`config.mk`:
```
export PLATFORM = sky130hd
export DESIGN_NAME = alu_result_writeback
export DESIGN_NICKNAME = d
export VERILOG_FILES = /design/src/rtl/alu_pkg.sv /design/src/rtl/wb_store_ctrl.sv /design/src/rtl/alu_result_writeback.sv
export SDC_FILE = /design/constraint.sdc
export NUM_CORES = 1
export LEC_CHECK = 0
export CAP_MARGIN = 20
export CORE_MARGIN = 2
export CORE_UTILIZATION = 40
export CTS_CLUSTER_DIAMETER = 150
export DETAILED_ROUTE_END_ITERATION = 8
export HOLD_SLACK_MARGIN = 0.1
export PLACE_DENSITY = 0.72
export SYNTH_ARGS = -nofsm -noshare
export SYNTH_HDL_FRONTEND = slang
export SYNTH_SLANG_ARGS = --single-unit
```
`constraint.sdc`:
```
create_clock -name clk -period 1.8 [get_ports clk]
set_input_delay 0.27 -clock clk [delete_from_list [all_inputs] [get_ports clk]]
set_output_delay 0.27 -clock clk [all_outputs]
set_load 0.05 [all_outputs]
```
`src/rtl/alu_pkg.sv`:
```
// Shared definitions for the ALU datapath: destination/mux select codes,
// writeback FSM state encoding and the stack pointer reset default.
package alu_pkg;

  localparam int unsigned DEST_W = 3;

  // Destination codes double as the ALU operand-select codes.
  localparam logic [DEST_W-1:0] DEST_NONE = 3'd0;
  localparam logic [DEST_W-1:0] DEST_A    = 3'd1;
  localparam logic [DEST_W-1:0] DEST_X    = 3'd2;
  localparam logic [DEST_W-1:0] DEST_Y    = 3'd3;
  localparam logic [DEST_W-1:0] DEST_MEM  = 3'd4;
  localparam logic [DEST_W-1:0] DEST_SP   = 3'd5;

  localparam logic [7:0] SP_RESET_DEFAULT = 8'hFD;

  typedef enum logic {
    WB_IDLE  = 1'b0,
    WB_STORE = 1'b1
  } wb_state_e;

endpackage

```
`src/rtl/wb_store_ctrl.sv`:
```
// Writeback store handshake: IDLE accepts writebacks, STORE holds the
// memory request until acknowledged and stalls the writeback port.
module wb_store_ctrl
  import alu_pkg::*;
(
  input  logic              clk,
  input  logic              rst,
  input  logic              wb_valid,
  input  logic [DEST_W-1:0] wb_dest,
  input  logic [7:0]        wb_result,
  input  logic              mem_ack,
  output logic              wb_ready,
  output logic              busy,
  output logic              mem_we,
  output logic [7:0]        mem_wdata
);

  wb_state_e  state_q, state_d;
  logic       mem_we_q, mem_we_d;
  logic [7:0] mem_wdata_q, mem_wdata_d;

  always_comb begin
    state_d     = state_q;
    mem_we_d    = mem_we_q;
    mem_wdata_d = mem_wdata_q;
    wb_ready    = 1'b0;
    busy        = 1'b0;
    case (state_q)
      WB_IDLE: begin
        // mem_ack is deliberately ignored here: an ack on the edge that
        // launches a store belongs to an earlier request.
        wb_ready = 1'b1;
        if (wb_valid && (wb_dest == DEST_MEM)) begin
          mem_wdata_d = wb_result;
          mem_we_d    = 1'b1;
          state_d     = WB_STORE;
        end
      end
      WB_STORE: begin
        busy = 1'b1;
        if (mem_ack) begin
          mem_we_d = 1'b0;
          state_d  = WB_IDLE;
        end
      end
      default: begin
        state_d  = WB_IDLE;
        mem_we_d = 1'b0;
      end
    endcase
  end

  always_ff @(posedge clk) begin
    if (rst) begin
      state_q     <= WB_IDLE;
      mem_we_q    <= 1'b0;
      mem_wdata_q <= '0;
    end else begin
      state_q     <= state_d;
      mem_we_q    <= mem_we_d;
      mem_wdata_q <= mem_wdata_d;
    end
  end

  assign mem_we    = mem_we_q;
  assign mem_wdata = mem_wdata_q;

endmodule

```
`src/rtl/alu_result_writeback.sv`:
```
// ALU result writeback: owns A/X/Y/SP and N/Z, commits results or issues stores.
// Optional macro ALU_WB_BYPASS_EN makes register/flag outputs show same-cycle writes.
module alu_result_writeback
  import alu_pkg::*;
#(
  parameter logic [7:0] SP_RESET = SP_RESET_DEFAULT
) (
  input  logic              clk,
  input  logic              rst,
  input  logic              wb_valid,
  output logic              wb_ready,
  input  logic [DEST_W-1:0] wb_dest,
  input  logic [7:0]        wb_result,
  input  logic              wb_update_nz,
  output logic [7:0]        a_reg,
  output logic [7:0]        x_reg,
  output logic [7:0]        y_reg,
  output logic [7:0]        sp,
  output logic              flag_n,
  output logic              flag_z,
  output logic [7:0]        mem_wdata,
  output logic              mem_we,
  input  logic              mem_ack,
  output logic              busy
);

  logic [7:0] a_q, a_d, x_q, x_d, y_q, y_d, sp_q, sp_d;
  logic       n_q, n_d, z_q, z_d;
  logic       xfer;

  wb_store_ctrl u_store_ctrl (
    .clk       (clk),
    .rst       (rst),
    .wb_valid  (wb_valid),
    .wb_dest   (wb_dest),
    .wb_result (wb_result),
    .mem_ack   (mem_ack),
    .wb_ready  (wb_ready),
    .busy      (busy),
    .mem_we    (mem_we),
    .mem_wdata (mem_wdata)
  );

  assign xfer = wb_valid && wb_ready;

  always_comb begin
    a_d  = a_q;
    x_d  = x_q;
    y_d  = y_q;
    sp_d = sp_q;
    n_d  = n_q;
    z_d  = z_q;
    if (xfer) begin
      case (wb_dest)
        DEST_A:  a_d  = wb_result;
        DEST_X:  x_d  = wb_result;
        DEST_Y:  y_d  = wb_result;
        DEST_SP: sp_d = wb_result;
        default: ;
      endcase
      // Flags follow the transfer even for MEM and discard destinations.
      if (wb_update_nz) begin
        n_d = wb_result[7];
        z_d = (wb_result == 8'h00);
      end
    end
  end

  always_ff @(posedge clk) begin
    if (rst) begin
      a_q  <= '0;
      x_q  <= '0;
      y_q  <= '0;
      sp_q <= SP_RESET;
      n_q  <= 1'b0;
      z_q  <= 1'b0;
    end else begin
      a_q  <= a_d;
      x_q  <= x_d;
      y_q  <= y_d;
      sp_q <= sp_d;
      n_q  <= n_d;
      z_q  <= z_d;
    end
  end

`ifdef ALU_WB_BYPASS_EN
  // Next-state values equal wb_result only during an accepted transfer.
  assign a_reg  = a_d;
  assign x_reg  = x_d;
  assign y_reg  = y_d;
  assign sp     = sp_d;
  assign flag_n = n_d;
  assign flag_z = z_d;
`else
  assign a_reg  = a_q;
  assign x_reg  = x_q;
  assign y_reg  = y_q;
  assign sp     = sp_q;
  assign flag_n = n_q;
  assign flag_z = z_q;
`endif

endmodule

```
==> reports/results.ini <==
[layout]
antennaDiodeCount=0
layout_common_cells=clkdlybuf4s50_1 (54), dfxtp_1 (44), nand2b_1 (42)
final_common_cell=clkdlybuf4s50_1
stdcell_count=290
n_fill_cell=407
nets=254
area_growth_syn_to_layout_pct=43.5
drive_gt1_frac=0.109

[drt]
wirelength_um=4020
via_per_inst=4.76
wl_per_cell_um=13.8
first_iter_violations=76
dr.pass1.iters=4
dr_total_vias=1379
postRouteAntennaNets=0
route.detailed.drc=0

[clock_network]
post_cts_resized=0
cts_setup_buffers=0
holdBufCountCts=0
h-tree-depth=2
clkTransAtPathRegs_ns=0.08
clock_latency_ns=0.29
cts_tree=yes
clock-sinks=44
cts_made_buffers=5
clk_path_buf_depth=2
clockRootBuffer=clkbuf_8

[placement]
place_congestion=0.749
portBuffers=60
dpl.hpwl_um=2910
place_inst=283

[power_and_ir_drop]
powerDensity_mw_per_mm2=729
p_sw_frac=0.265
pwr-share-comb=0.151
clock_power_share=0.313
p_int_uw=1380
seq_power_share=0.536
switchingPower_uw=498
peakVddDrop_mv=0.440
leakage_uw=0.00107

[setup_path]
worstPathRequired_ns=1.53
cp_top_family=buffers and inverters
crit_fanout=2
startpoint=sp[2]
r2r_start=u_store_ctrl.state_q
crit_chain=clkdlybuf4s50_1
worst-path-buf-inv=1
cp-end-kind=output port
arrival_ns=1.46
start_kind=flop
critPathSlowestCell=clkdlybuf4s50_1
worstSetupPathType=flop to output port
max_stage_delay_ns=0.82

[timing]
relSlewSlack=0.660
hold_slack_ns=0.456
max_freq_mhz=578
skew_ns=0.00380
grt_setup_unrepaired=false
tightest_slew_ns=0.508
final.setup.tns_ns=0
setup_viol=0
slew_viol_final=0
period_minus_slack_ns=1.73
fin_crit_sh=0.961
hold_viol=0

[global_route]
antenna_found_initial=0
grtUsageTotal=0.169
grt_overflow=0
grt_util_met1=0.225
grt_pass1_wl_um=6640
use_met2=0.264
grt_max_degree=35
first_global_vias=1386
grtUsageMet3=0.0513
grt-busiest-layer=met2

[synth]
synth_area_leaders=dfxtp_1 (49%), mux2i_1 (23%), nand2b_1 (15%)
seq_area_frac_synth=0.491
yosysUniqueCellTypes=19
synth_fp_nets=187
synth_top_area_share=0.491
yosys.area.top_type=dfxtp_1
syn-cell-area_mm2=0.00179
yosys_warnings=0
synth_cells=171
synth-seq-cells=44
avgSynthCellArea_um2=10.5

[floorplanning]
start_util=0.415
fp.coreArea_mm2=0.00432
dieArea_mm2=0.00504
dieWidth_um=71.0
die_y_um=71.0
pin_count=61
std_cell_rows=24

[hold_path]
min_from=u_store_ctrl.mem_we
hold_class=flop to flop

[flow_run]
drv_cap=0

[status]
status=finished clean

==> stage by stage <==
step	instance area, µm²	worst slack (ns)	power (µW)	utilization
floorplan	1790	0.234	1190	-
global placement	2490	0.0418	1310	0.577
detailed placement	2490	0.0196	1310	0.577
CTS	2570	0.0521	1890	0.595
global route	2570	0.0236	1950	0.595
finish	2570	0.0701	1880	0.595
==> metal layers <==
layer | vias to the layer above | routed length (µm)
met4 | 0 | 62
met5 | - | 0
li1 | 698 | -
met3 | 9 | 272
met1 | 629 | 1900
met2 | 43 | 1780
==> power groups by stage <==
stage	clock network [µW]	logic [µW]	registers, µW
CTS	600	285	1010
finish	588	283	1010
detailed placement	0	284	1030
global route	640	299	1010
global placement	0	283	1030
floorplan	0	87.7	1100
==> synthesized netlist by cell type, drive strengths merged <==
master,number
a21oi,3
buf,3
clkbuf,6
dfxtp,44
inv,1
mux2i,41
nand2,3
nand2b,43
nand3b,3
nand4bb,1
nor2,16
nor3,1
nor4,2
or2b,1
or3,2
or4b,1
==> layout make-up <==
type                            instances  area, µm²  area share
Clock buffer                            5       68.8      0.0267
Inverter                                1       3.75     0.00146
Multi-Input combinational cell        117        866       0.336
Tap cell                               52       65.1      0.0253
Clock inverter                          2       12.5     0.00486
Sequential cell                        44        881       0.342
Timing Repair Buffer                   69        678       0.263
==> worst paths after layout <==
check                                           end  slack (ns)  cells past startpoint
worst max-delay path                          sp[2]        0.07                      1
worst min-delay path            u_store_ctrl.mem_we        0.46                      2
worst max register to register             x_reg[3]        0.41                      3
worst min register to register  u_store_ctrl.mem_we        0.46                      2
==> cells by family after synthesis <==
| group | after synthesis | synth area share |
|---|---|---|
| buffers and inverters | 10 | 0.0265 |
| AOI/OAI and AO/OA | 3 | 0.00837 |
| and+or+nand+nor | 73 | 0.245 |
| muxes | 41 | 0.229 |
| DFF | 44 | 0.491 |
No activity file was read; power rests on OpenSTA's default activity.
